$ cat config.mk
export PLATFORM = sky130hd
export DESIGN_NAME = fetch_unit
export DESIGN_NICKNAME = d
export VERILOG_FILES = /design/src/rtl/fetch_unit_pkg.sv /design/src/rtl/fetch_unit_if_id_reg.sv /design/src/rtl/fetch_unit.sv
export SDC_FILE = /design/constraint.sdc
export NUM_CORES = 1
export LEC_CHECK = 0
export CAP_MARGIN = 20
export CORE_MARGIN = 2
export CORE_UTILIZATION = 58
export CTS_BUF_LIST = sky130_fd_sc_hd__clkbuf_16
export CTS_CLUSTER_SIZE = 14
export DETAILED_ROUTE_END_ITERATION = 16
export PLACE_DENSITY_LB_ADDON = 0.25
export SYNTH_ARGS = -nofsm -noshare
export SYNTH_HDL_FRONTEND = slang
export SYNTH_SLANG_ARGS = --single-unit
$ cat constraint.sdc
create_clock -name clk_i -period 6.2 [get_ports clk_i]
set_input_delay 0.93 -clock clk_i [delete_from_list [all_inputs] [get_ports clk_i]]
set_output_delay 0.93 -clock clk_i [all_outputs]
set_load 0.05 [all_outputs]
$ cat src/rtl/fetch_unit_pkg.sv
// Shared front-end types: fetch FSM states, IF/ID payload and XLEN/NOP constants.
// Also used by the hazard-detection and decode stages.
package fetch_unit_pkg;

    localparam int unsigned XLEN = 32;
    localparam logic [XLEN-1:0] NOP_INSTR_DEFAULT = 32'h0000_0013;

    typedef enum logic [1:0] {
        ST_IDLE     = 2'd0,
        ST_FETCH    = 2'd1,
        ST_STALL    = 2'd2,
        ST_REDIRECT = 2'd3
    } fetch_state_e;

    typedef struct packed {
        logic [XLEN-1:0] pc;
        logic [XLEN-1:0] instr;
        logic            valid;
    } if_id_t;

    function automatic logic [XLEN-1:0] pc_incr(input logic [XLEN-1:0] pc);
        return pc + XLEN'(4);
    endfunction

endpackage

$ cat src/rtl/fetch_unit_if_id_reg.sv
// IF/ID pipeline register. Priority: bubble > hold > load; with no control asserted it keeps its value.
module if_id_reg
    import fetch_unit_pkg::*;
#(
    parameter logic [XLEN-1:0] NOP_INSTR = NOP_INSTR_DEFAULT
) (
    input  logic   clk_i,
    input  logic   rst_i,
    input  logic   load_i,
    input  logic   hold_i,
    input  logic   bubble_i,
    input  if_id_t data_i,
    output if_id_t q_o
);

    always_ff @(posedge clk_i or negedge rst_i) begin
        if (!rst_i) begin
            q_o.pc    <= '0;
            q_o.instr <= NOP_INSTR;
            q_o.valid <= 1'b0;
        end else if (bubble_i) begin
            q_o.pc    <= '0;
            q_o.instr <= NOP_INSTR;
            q_o.valid <= 1'b0;
        end else if (!hold_i && load_i) begin
            q_o <= data_i;
        end
    end

endmodule

$ cat src/rtl/fetch_unit.sv
// Instruction fetch stage: PC, request FSM, one-entry skid buffer and
// pending-redirect target, feeding the IF/ID register.
module fetch_unit
    import fetch_unit_pkg::*;
#(
    parameter logic [XLEN-1:0] RESET_PC  = 32'h0000_0000,
    parameter logic [XLEN-1:0] NOP_INSTR = NOP_INSTR_DEFAULT
) (
    input  logic            clk_i,
    input  logic            rst_i,
    input  logic            start_i,
    input  logic            PCWrite_i,
    input  logic            Stall_i,
    input  logic            Flush_i,
    input  logic [XLEN-1:0] branch_target_i,
    output logic            imem_req_o,
    output logic [XLEN-1:0] imem_addr_o,
    input  logic            imem_ack_i,
    input  logic [XLEN-1:0] imem_rdata_i,
    output logic [XLEN-1:0] pc_o,
    output logic [XLEN-1:0] instr_o,
    output logic            valid_o
);

    fetch_state_e    state_q, state_n;
    logic [XLEN-1:0] pc_q, pc_n;
    logic [XLEN-1:0] skid_q, skid_n;
    logic [XLEN-1:0] target_q, target_n;
    logic            req_n;
    logic [XLEN-1:0] addr_n;

    logic            go_c;
    fetch_state_e    run_state_c;
    logic            ifid_load_c, ifid_hold_c, ifid_bubble_c;
    if_id_t          ifid_d_c, ifid_q;

    // Next-state, PC and IF/ID control decode; Flush_i wins over Stall_i/PCWrite_i everywhere.
    always_comb begin
        state_n        = state_q;
        pc_n           = pc_q;
        skid_n         = skid_q;
        target_n       = target_q;
        ifid_load_c    = 1'b0;
        ifid_hold_c    = 1'b0;
        ifid_bubble_c  = 1'b0;
        ifid_d_c.pc    = pc_q;
        ifid_d_c.instr = imem_rdata_i;
        ifid_d_c.valid = 1'b1;
        go_c           = !Stall_i && PCWrite_i;
        // After a completed fetch, drop to IDLE once fetch is disabled.
        run_state_c    = start_i ? ST_FETCH : ST_IDLE;

        case (state_q)
            ST_IDLE: begin
                if (Flush_i) pc_n = branch_target_i;
                if (start_i) state_n = ST_FETCH;
            end
            ST_FETCH: begin
                if (imem_ack_i) begin
                    if (Flush_i) begin
                        ifid_bubble_c = 1'b1;
                        pc_n          = branch_target_i;
                        state_n       = run_state_c;
                    end else if (go_c) begin
                        ifid_load_c = 1'b1;
                        pc_n        = pc_incr(pc_q);
                        state_n     = run_state_c;
                    end else begin
                        skid_n      = imem_rdata_i;
                        ifid_hold_c = 1'b1;
                        state_n     = ST_STALL;
                    end
                end else if (Flush_i) begin
                    target_n      = branch_target_i;
                    ifid_bubble_c = 1'b1;
                    state_n       = ST_REDIRECT;
                end else if (Stall_i) begin
                    ifid_hold_c = 1'b1;
                end else begin
                    ifid_bubble_c = 1'b1;
                end
            end
            ST_STALL: begin
                if (Flush_i) begin
                    ifid_bubble_c = 1'b1;
                    skid_n        = '0;
                    pc_n          = branch_target_i;
                    state_n       = run_state_c;
                end else if (go_c) begin
                    ifid_d_c.instr = skid_q;
                    ifid_load_c    = 1'b1;
                    skid_n         = '0;
                    pc_n           = pc_incr(pc_q);
                    state_n        = run_state_c;
                end else begin
                    ifid_hold_c = 1'b1;
                end
            end
            ST_REDIRECT: begin
                // Old request stays up; its data is dropped when it finally returns.
                ifid_bubble_c = 1'b1;
                if (Flush_i) target_n = branch_target_i;
                if (imem_ack_i) begin
                    pc_n    = Flush_i ? branch_target_i : target_q;
                    state_n = run_state_c;
                end
            end
            default: state_n = ST_IDLE;
        endcase

        req_n  = (state_n == ST_FETCH) || (state_n == ST_REDIRECT);
        addr_n = (state_n == ST_REDIRECT) ? imem_addr_o : pc_n;
    end

    always_ff @(posedge clk_i or negedge rst_i) begin
        if (!rst_i) begin
            state_q     <= ST_IDLE;
            pc_q        <= RESET_PC;
            skid_q      <= '0;
            target_q    <= '0;
            imem_req_o  <= 1'b0;
            imem_addr_o <= RESET_PC;
        end else begin
            state_q     <= state_n;
            pc_q        <= pc_n;
            skid_q      <= skid_n;
            target_q    <= target_n;
            imem_req_o  <= req_n;
            imem_addr_o <= addr_n;
        end
    end

    if_id_reg #(
        .NOP_INSTR (NOP_INSTR)
    ) u_if_id_reg (
        .clk_i    (clk_i),
        .rst_i    (rst_i),
        .load_i   (ifid_load_c),
        .hold_i   (ifid_hold_c),
        .bubble_i (ifid_bubble_c),
        .data_i   (ifid_d_c),
        .q_o      (ifid_q)
    );

    assign pc_o    = ifid_q.pc;
    assign instr_o = ifid_q.instr;
    assign valid_o = ifid_q.valid;

endmodule

# Word-level counts from Yosys, hierarchy flattened
# Cells that the tools add are included.
[op_classes] n_addsub=1 eq_ne=9 n_mux=44 n_reduce_logical=11
[ops] operator="$mux 32" n=14
[ops] operator="$mux 65" n=2
[ops] operator="$pmux 32 s2" n=2
[ops] operator="$pmux 32 s4" n=1
[ops] operator="$add 32x3->32 const B" n=1
[ops] operator="$mux 2" n=8
[ops] operator="$mux 1" n=13
[ops] operator="$pmux 2 s4" n=1
[ops] operator="$eq 2x2->1 const B" n=3
[ops] operator="$ne 2x2->1 const B" n=3
[ops] operator="$reduce_bool 2->1" n=3
[ops] operator="$eq 2x1->1 const B" n=2
[ops] operator="$pmux 1 s2" n=2
[ops] operator="$reduce_and 4->1" n=1
[ops] operator="$ne 3x3->1 const B" n=1
[ops] operator="$pmux 1 s3" n=1
[ops] operator="$logic_and 1x1->1" n=2
[ops] operator="$logic_not 1->1" n=2
[ops] operator="$logic_not 2->1" n=1
[ops] operator="$reduce_and 2->1" n=1
[ops] operator="$logic_or 1x1->1" n=1
[word_totals] register_bits=196 inputBits=71 output_inout_bits=98 wordCells=74

# Depth between registers and ports, before layout
# Gate-level depths: netlist of run 1.
[depth] depth_word=10 ltp_mapped=10 ltp_nobuf=7

# Hierarchy
# Synthesis of run 1 repeated with hierarchy kept, for this count alone.
[hier_totals] cells_unflattened=1062 hier_area_um2=11285.8
[modules_own_cells] module="fetch_unit" n_inst=1 cells_each=768 area_per_inst_um2=7768.7 seq_area_each_um2=3253.1
[modules_own_cells] module="if_id_reg" n_inst=1 cells_each=294 area_per_inst_um2=3517.1 seq_area_each_um2=1630.3

# Worst setup path before layout of run 1
# No wires, ideal clock.
[synth_timing] path_type="input-to-reg" startpoint="input Flush_i" endpoint="register imem_addr_o[30]" setup_time_ps=125 t_arrival_ps=2570 t_required_ps=6075 setup_slack_ps=3505 cell_stages=8 path_buffers=3 path_cell_list="buf_6 -> or3b_1 -> buf_6 -> nor4_4 -> buf_6 -> a21oi_2 -> a311o_1 -> mux2_4"
[synth_via] word_cells_on_any_way=12 classes_between="1 x eq/ne; 11 x mux"
[synth_rtl] item="from (decl)" line_no="fetch_unit.sv:14" source="input logic Flush_i,"
[synth_rtl] item="$mux 32 (on tied branches)"
[synth_rtl] item="$mux 32 (on tied branches)" line_no="fetch_unit.sv:103, fetch_unit.sv:59"
[synth_rtl] item="$pmux 32 s4 *" line_no="fetch_unit.sv:53" source="case (state_q)"
[synth_rtl] item="via pc_n[30]" line_no="fetch_unit.sv:26" source="logic [XLEN-1:0] pc_q, pc_n;"
[synth_rtl] item="to (signal assigned)" line_no="fetch_unit.sv:129" source="imem_addr_o <= addr_n;"
[synth_rtl] item="to (decl)" line_no="fetch_unit.sv:17" source="output logic [XLEN-1:0] imem_addr_o,"
# Mark *: on every way through the listed nets, which the timed path passes. The rest lies on a longest branch.
# A chain may end at the register's enable or synchronous reset.

# Worst setup path after layout of run 1
[layout_timing] startpoint="input imem_ack_i" endpoint="register u_if_id_reg.q_o[16] (netlist bit)"
[layout_via] elab_chain_len=5 word_cells_on_any_way=10 classes_between="7 x mux; 3 x reduce/logical"
[layout_lines] item="from (decl)" line_no="fetch_unit.sv:18" source="input logic imem_ack_i,"
[layout_lines] item="$mux 1" line_no="fetch_unit.sv:59" source="if (imem_ack_i) begin"
[layout_lines] item="$pmux 1 s2" line_no="fetch_unit.sv:53"
[layout_lines] item="$logic_not 1->1" line_no="fetch_unit_if_id_reg.sv:25" source="end else if (!hold_i && load_i) begin"
[layout_lines] item="$logic_and 1x1->1" line_no="fetch_unit_if_id_reg.sv:25"
[layout_lines] item="$reduce_bool 2->1 (no line)"
[layout_lines] item="to (signal assigned)" line_no="fetch_unit_if_id_reg.sv:26" source="q_o <= data_i;"
[layout_lines] item="to (decl)" line_no="fetch_unit_if_id_reg.sv:13" source="output if_id_t q_o"
# Several ways; a longest one is shown, not always the timed one.

==> flow_summary.json, run 1 <==
{
  "critPathMaxFanout": 54,
  "power_frac_clock": 0.155,
  "firstDrtPassIters": 5,
  "crit_start": "imem_ack_i",
  "dp_hpwl_um": 17300,
  "post_cts_buffers": 0,
  "insertion_delay_ns": 0.43,
  "pwr-share-comb": 0.494,
  "r2r_cells": 7,
  "yosysWarnings": 0,
  "route.detailed.drc": 0,
  "final_common_cell": "dfrtp_1",
  "ir_worst_vdd_v": 0.000339,
  "ios": 169,
  "grt_pass1_vias": 7983,
  "arrival_ns": 4.24,
  "slew_viol_final": 0,
  "ant_nets": 0,
  "seq_area_um2": 4880,
  "pwr-share-seq": 0.351,
  "drtIter0Drc": 751,
  "wl_um": 26700,
  "synth_edf_count": 0,
  "total_power_mw": 6.51,
  "max_freq_ghz": 0.256,
  "status": "finished, final reports clean",
  "core_area_um2": 17100,
  "clockBufferDepth": 2,
  "cts_tree": "built",
  "vias_per_cell": 6.35,
  "rows": 48,
  "grt_usage": 0.297,
  "p_sw_frac": 0.445,
  "ys_ff_latch": 195,
  "area_growth_pct": 22.2,
  "grt_max_degree": 73,
  "syn_area_um2": 10000,
  "crit_type": "in2reg",
  "fill_cells": 1257,
  "dieArea_um2": 18300,
  "root_buffer": "clkbuf_16",
  "hold_class": "in2async",
  "critPathCaptureType": "register",
  "power_switching_mw": 2.90,
  "setup_tns_ns": 0,
  "fin_crit_sh": 0.631,
  "synthArstFlopShare": 1.00,
  "cp-start-kind": "primary input",
  "fin_crit_ns": 3.91,
  "grt_overflow": 0,
  "portBuffers": 168,
  "syn_avg_cell_area_um2": 10.6,
  "antenna_found_initial": 0,
  "worst_slew_pin_slew_ns": 1.08,
  "place.gp.congestion": 0.872,
  "htree_levels": 4,
  "fin_nets": 1132,
  "die_w_um": 135,
  "synth-seq-area-share": 0.488,
  "cts.sinks": 195,
  "cts_hold_buf": 0,
  "grt_pass1_wl_um": 42500,
  "antenna_cells": 0,
  "synth_cells": 943,
  "hold_viol": 0,
  "r2r-end": "u_if_id_reg.q_o[16]",
  "ys.flop_type": "dfrtp_1",
  "num_vias": 8197,
  "r2r_start": "state_q[0]",
  "p_leak_nw": 5.10,
  "maxSlewHeadroom": 0.280,
  "rsz0062_at_grt": "false",
  "cts.repair.resized": 0,
  "clkSlewWorstSetupHoldPaths_ns": 0.07,
  "rrSetupSlack_ns": 2.57,
  "p_int_mw": 3.62,
  "crit_required_ns": 6.53,
  "ys_types": 73,
  "cts_buffers": 17,
  "multi_input_area_um2": 4700,
  "die_h_um": 135,
  "wl_per_cell_um": 20.7,
  "mostFrequentLayoutCells": "dfrtp_1, clkdlybuf4s50_1, nand2_1, mux2_2, mux2i_1",
  "start_util": 0.586,
  "drive_gt1_frac": 0.132,
  "skew_ns": 0.0110,
  "p_per_area_nw_per_um2": 533,
  "setup_viol": 0,
  "syn_nets": 1019,
  "maxCapViolCount": 0
}
==> cell families (layout without fill, tap and decap cells) <==
group / after synthesis / after routing / share of synthesized area
compound gates: 245 / 245 / 0.178
simple gates: 246 / 246 / 0.119
mux: 152 / 152 / 0.163
buf+inv: 99 / 221 / 0.0437
fa+ha+maj: 5 / 5 / 0.00626
xor+xnor: 1 / 1 / 0.000876
flops: 195 / 195 / 0.488
==> worst max-delay path by stage <==
| stage | end | slack (ns) |
|---|---|---|
| after floorplan | imem_addr_o[30] | 3.51 |
| after global placement | u_if_id_reg.q_o[19] | 2.08 |
| after detailed placement | u_if_id_reg.q_o[7] | 1.93 |
| after CTS | u_if_id_reg.q_o[16] | 2.36 |
| after global routing | u_if_id_reg.q_o[16] | 2.12 |
| final | u_if_id_reg.q_o[16] | 2.29 |
==> registers in the layout, summed over array words and instances, names as in the netlist <==
register         count
state_q              2
skid_q              32
u_if_id_reg.q_o     65
imem_addr_o         32
pc_q                32
target_q            32
==> synthesized netlist by cell type, drive strengths merged, types with 14 or more instances <==
cell | instances | area, um^2
clkbuf | 53 | 199
a22o | 34 | 298
a21oi | 60 | 308
mux2i | 69 | 691
buf | 33 | 189
a211oi | 35 | 263
nand2 | 102 | 383
o21ai | 19 | 95.1
nor2 | 53 | 199
nand3 | 14 | 70.1
and4 | 15 | 131
dfrtp | 192 | 4800
mux2 | 83 | 942
==> routing by layer <==
layer  GRT usage  share of wire  up-vias
met5           0              0        -
met4       0.118          0.030        0
met3      0.0625          0.072       67
met2       0.461           0.46      355
met1       0.413           0.44     4054
li1            -              -     3721
==> final cells by class <==
type                            count  area share
Clock buffer                       17      0.0348
Inverter                           13     0.00399
Multi-Input combinational cell    649       0.385
Tap cell                          225      0.0230
Clock inverter                     11     0.00768
Sequential cell                   195       0.400
Timing Repair Buffer              180       0.146
==> worst max-delay path, stage by stage <==
cell and delay, ns:
clkdlybuf4s50_1 0.71, a21o_1 0.66, and3_2 1.06, buf_4 0.50
nor2_1 0.11, a211oi_1 0.26
==> power by group through the flow <==
| stage | clock network [mW] | registers, mW | logic, mW |
|---|---|---|---|
| after floorplan | 0 | 2.93 | 1.50 |
| after global placement | 0 | 2.26 | 3.11 |
| after detailed placement | 0 | 2.27 | 3.19 |
| after CTS | 1.02 | 2.27 | 3.20 |
| after global routing | 1.07 | 2.35 | 3.42 |
| final | 1.01 | 2.28 | 3.22 |
==> metrics by stage <==
stage                     setup slack [ns]  instances  area (um^2)  utilization  hold slack, ns
after floorplan                       3.51        943        10000            -           0.466
after global placement                2.08       1261        11700        0.685           0.481
after detailed placement              1.93       1262        11700        0.686           0.476
after CTS                             2.36       1290        12200        0.716           0.470
after global routing                  2.12       1290        12200        0.716           0.481
final                                 2.29       1290        12200        0.716           0.453
(Power assumes the default switching activity.)
==> inputs of run 2 (changes only) <==
Settings changed: CORE_UTILIZATION 58 to 49.
Clock period 6.2 ns to 3.5 ns, I/O delays scaled along.
==> flow_summary.json, run 2 (same netlist as run 1, synthesis figures left out) <==
{
  "status": "finished, final reports clean",
  "ant_nets": 0,
  "grt_usage": 0.255,
  "antenna_found_initial": 0,
  "wl_per_cell_um": 20.3,
  "core_area_um2": 20100,
  "firstDrtPassIters": 6,
  "worst_slew_pin_slew_ns": 0.943,
  "cts_hold_buf": 1,
  "start_util": 0.497,
  "fin_nets": 1153,
  "largest_reg_flops": 65,
  "clockBufferDepth": 2,
  "vias_per_cell": 6.08,
  "wl_um": 27600,
  "root_buffer": "clkbuf_16",
  "maxCapViolCount": 0,
  "cp-start-kind": "register",
  "path_cells": "inv_1 > ha_1 > o21bai_2 > a21oi_1 > a311o_1 > o211ai_4 > buf_12 > mux2_2",
  "max_freq_ghz": 0.356,
  "post-place-cells": 1327,
  "htree_levels": 4,
  "cts.sinks": 195,
  "portBuffers": 168,
  "drtIter0Drc": 710,
  "critical-path-slowest-cell": "o21bai_2",
  "setup_tns_ns": 0,
  "hold_viol": 0,
  "area_growth_pct": 26.2,
  "grt_max_degree": 89,
  "cts_tree": "built",
  "p_per_area_nw_per_um2": 945,
  "busiest_layer": "met2",
  "mostFrequentLayoutCells": "dfrtp_1, clkdlybuf4s50_1, nand2_1, mux2_2, mux2i_1",
  "fin_crit_sh": 0.803,
  "dp_hpwl_um": 18700,
  "timing.hold.ws_ns": 0.504,
  "cts.repair.resized": 0,
  "critPathCaptureType": "register",
  "num_vias": 8271,
  "hold_class": "reg2reg",
  "top_register": "u_if_id_reg.q_o",
  "grt_pass1_vias": 7911,
  "crit_type": "reg2reg",
  "use_met3": 0.0519,
  "grt_overflow": 0,
  "rows": 52,
  "finalNonFillerCells": 1360,
  "die_w_um": 147,
  "post_cts_buffers": 0,
  "critPathMaxFanout": 31,
  "route.detailed.drc": 0,
  "fin_crit_ns": 2.81,
  "placed_area_um2": 12000,
  "skew_ns": 0.0116,
  "dieArea_um2": 21600,
  "grtUsageMet1": 0.354,
  "drive_gt1_frac": 0.154,
  "crit_required_ns": 3.82,
  "ios": 169,
  "antenna_cells": 0,
  "place.gp.congestion": 0.924,
  "final_cell_area_um2": 12600,
  "maxSlewHeadroom": 0.372,
  "slowest_delay_ns": 0.48,
  "die_h_um": 147,
  "fin_util": 0.627,
  "fill_cells": 1632,
  "setup_viol": 0,
  "slew_viol_final": 0,
  "arrival_ns": 3.13,
  "p_leak_nw": 5.28,
  "insertion_delay_ns": 0.44,
  "use_met2": 0.399,
  "clkSlewWorstSetupHoldPaths_ns": 0.08,
  "ir_worst_vdd_v": 0.000646,
  "rsz0062_at_grt": "false",
  "grt_pass1_wl_um": 43200,
  "final_common_cell": "dfrtp_1",
  "cts_buffers": 17
}
-- run 2: cell types whose count changed in the layout (fill, tap and decap cells not counted) --
cell / before / now
inv_6: 1 / 6
clkinv_1: 2 / 0
buf_4: 12 / 27
buf_12: 1 / 6
clkinv_8: 0 / 7
inv_8: 0 / 1
clkinvlp_4: 4 / 0
clkinv_4: 1 / 0
inv_1: 14 / 13
clkinv_2: 1 / 0
dlygate4sd3_1: 0 / 1
-- run 2: per-layer routing --
layer	vias to the layer above	wire length (um)
li1	3787	-
met1	4003	12000
met2	419	12600
met3	62	2220
met4	0	721
met5	-	0
-- run 2: power breakdown --
part           internal, mW  total [mW]  switching [mW]
sequential             3.23        4.07           0.840
combinational          2.31        5.81            3.50
clock                  1.04        2.04           0.999
total                  6.58        11.9            5.34
-- run 2: cell type report --
cell class,count,area (um^2),share of cell area
Multi-Input combinational cell,649,4700,0.373
Tap cell,270,338,0.0268
Inverter,13,48.8,0.00387
Timing Repair Buffer,201,2010,0.159
Clock inverter,15,208,0.0165
Clock buffer,17,425,0.0337
Sequential cell,195,4880,0.387
-- run 2: through the flow --
| step | setup slack, ns | power [mW] |
|---|---|---|
| 6_report | 0.689 | 11.9 |
| 5_1_grt | 0.584 | 12.5 |
| 4_1_cts | 0.724 | 11.9 |
| 3_5_place_dp | 0.570 | 9.83 |
| 3_3_place_gp | 0.614 | 9.73 |
| 2_1_floorplan | 0.814 | 7.85 |
-- run 2: final timing paths --
path                                  from               to  slack (ns)  cells past startpoint
worst min register to register   skid_q[5]        skid_q[5]        0.50                      1
min in group asynchronous            rst_i     target_q[31]        0.55                      2
worst min-delay path             skid_q[5]        skid_q[5]        0.50                      1
worst max register to register  state_q[1]  imem_addr_o[12]        0.69                      8
worst max-delay path            state_q[1]  imem_addr_o[12]        0.69                      8
max in group asynchronous            rst_i       skid_q[27]        2.06                      3
-- run 2: worst max-delay path, delay by kind of cell, from the launching register on --
kind / cells / cell delay, ns
AOI/OAI and AO/OA: 4 / 1.23
adders and majority gates: 1 / 0.31
buffers and inverters: 2 / 0.34
DFF: 1 / 0.42
muxes: 1 / 0.37
==> inputs of run 3 (changes only) <==
Clock period 3.5 ns to 2.3 ns, I/O delays scaled along.
==> flow_summary.json, run 3 (same netlist as run 1, synthesis figures left out) <==
{
  "core_area_um2": 20100,
  "cts_tree": "built",
  "p_per_area_nw_per_um2": 1430,
  "grt_pass1_vias": 8767,
  "grt_pass1_wl_um": 47800,
  "critPathMaxFanout": 7,
  "wl_um": 30800,
  "wl_met1_um": 12700,
  "firstDrtPassIters": 5,
  "grt_usage": 0.283,
  "r2r-end": "imem_addr_o[28]",
  "mostFrequentLayoutCells": "dfrtp_1, clkdlybuf4s50_1, buf_4, nand2_1",
  "grt_max_degree": 70,
  "crit_end": "imem_addr_o[28]",
  "antenna_cells": 0,
  "critical-path-slowest-cell": "dfrtp_1",
  "finalNonFillerCells": 1459,
  "hold_class": "in2async",
  "slew_viol_final": 0,
  "route.detailed.drc": 0,
  "max_freq_ghz": 0.426,
  "setup_viol": 24,
  "crit_required_ns": 2.63,
  "rsz0062_at_grt": "true",
  "clockBufferDepth": 2,
  "die_w_um": 147,
  "wl_per_cell_um": 21.1,
  "dp_hpwl_um": 21100,
  "dr_wl_met2_um": 14900,
  "die_h_um": 147,
  "dr.max_layer_used": "met4",
  "fin_crit_ns": 2.35,
  "start_util": 0.497,
  "grt_overflow": 0,
  "portBuffers": 168,
  "cp-start-kind": "register",
  "crit_start": "state_q[1]",
  "placed_area_um2": 12800,
  "slowest_delay_ns": 0.45,
  "r2r_cells": 8,
  "crit_type": "reg2reg",
  "vias_per_cell": 6.08,
  "clkSlewWorstSetupHoldPaths_ns": 0.08,
  "drive_gt1_frac": 0.239,
  "r2r_start": "state_q[1]",
  "violations": "setup timing",
  "maxCapViolCount": 0,
  "final_common_cell": "dfrtp_1",
  "post-place-cells": 1415,
  "place.gp.congestion": 0.941,
  "status": "finished with violations",
  "worst_slew_pin_slew_ns": 0.567,
  "p_leak_nw": 5.91,
  "ios": 169,
  "drtIter0Drc": 728,
  "maxSlewHeadroom": 0.621,
  "arrival_ns": 2.68,
  "fin_nets": 1252,
  "largest_reg_flops": 65,
  "fin_crit_sh": 1.02,
  "path_cells": "inv_2 > ha_4 > o21bai_4 > a21oi_2 > a311o_1 > o211ai_4 > bufbuf_16 > mux2_2",
  "area_growth_pct": 36.6,
  "rrSetupSlack_ns": -0.05,
  "num_vias": 8867,
  "cts_buffers": 17,
  "ant_nets": 0,
  "rows": 52,
  "insertion_delay_ns": 0.45,
  "hold_viol": 0,
  "top_register": "u_if_id_reg.q_o",
  "wl_met3_um": 2150,
  "htree_levels": 4,
  "critPathCaptureType": "register",
  "root_buffer": "clkbuf_16",
  "post-route-worst-setup-slack_ns": -0.0475,
  "antenna_found_initial": 0,
  "dieArea_um2": 21600,
  "skew_ns": 0.0130,
  "final_cell_area_um2": 13700,
  "cts.sinks": 195,
  "ir_worst_vdd_v": 0.000781
}
run 3: final cells by class:
type / instances / area, um^2
clock buffer: 17 / 425
multi-input combinational: 649 / 4840
sequential: 195 / 4880
timing repair buffer: 300 / 2940
inverter: 13 / 48.8
tap: 270 / 338
fill: 1522 / 6440
clock inverter: 15 / 181
run 3: power by group:
| part | switching [mW] | internal, mW |
|---|---|---|
| sequential | 1.11 | 4.93 |
| clock | 1.57 | 1.48 |
| combinational | 5.98 | 4.52 |
run 3: worst max-delay path: cells and delay by family, from the launching register on:
family / cells / cell delay (ns)
AO/OA/AOI/OAI: 4 / 0.83
flip-flops: 1 / 0.45
multiplexers: 1 / 0.33
buffers and inverters: 2 / 0.43
adder cells (fa/ha/maj): 1 / 0.20
run 3: stage by stage:
step / total power, mW / setup WS (ns) / hold slack, ns / TNS [ns] / util
after global placement: 15.6 / -0.233 / 0.300 / -7.49 / 0.635
after floorplan: 12.0 / -0.0838 / 0.0494 / -2.40 / -
after CTS: 19.2 / 0.00202 / 0.389 / 0 / 0.672
after global routing: 20.4 / -0.110 / 0.404 / -2.69 / 0.679
final: 19.6 / -0.0475 / 0.382 / -0.801 / 0.679
after detailed placement: 15.8 / -0.322 / 0.302 / -9.79 / 0.635
run 3: per-layer routing:
layer | track usage | vias up
met3 | 0.0556 | 83
li1 | - | 3978
met1 | 0.374 | 4411
met5 | 0 | -
met4 | 0.122 | 0
met2 | 0.458 | 395
run 3: worst min-delay path by stage:
stage               start         endpoint
CTS                 rst_i   imem_addr_o[9]
global placement    rst_i  imem_addr_o[13]
finish              rst_i         pc_q[12]
global route        rst_i  imem_addr_o[11]
detailed placement  rst_i   imem_addr_o[9]
floorplan           rst_i   imem_addr_o[0]
run 3: timing repair:
action                                 4_1_cts  5_1_grt
gates resized for setup                      9       22
pin swaps                                    1        4
hold buffers                                 1        0
setup endpoints to repair                   90       93
endpoints found under the hold margin       39        0
buffers inserted                             4        4
gates cloned                                 2        1
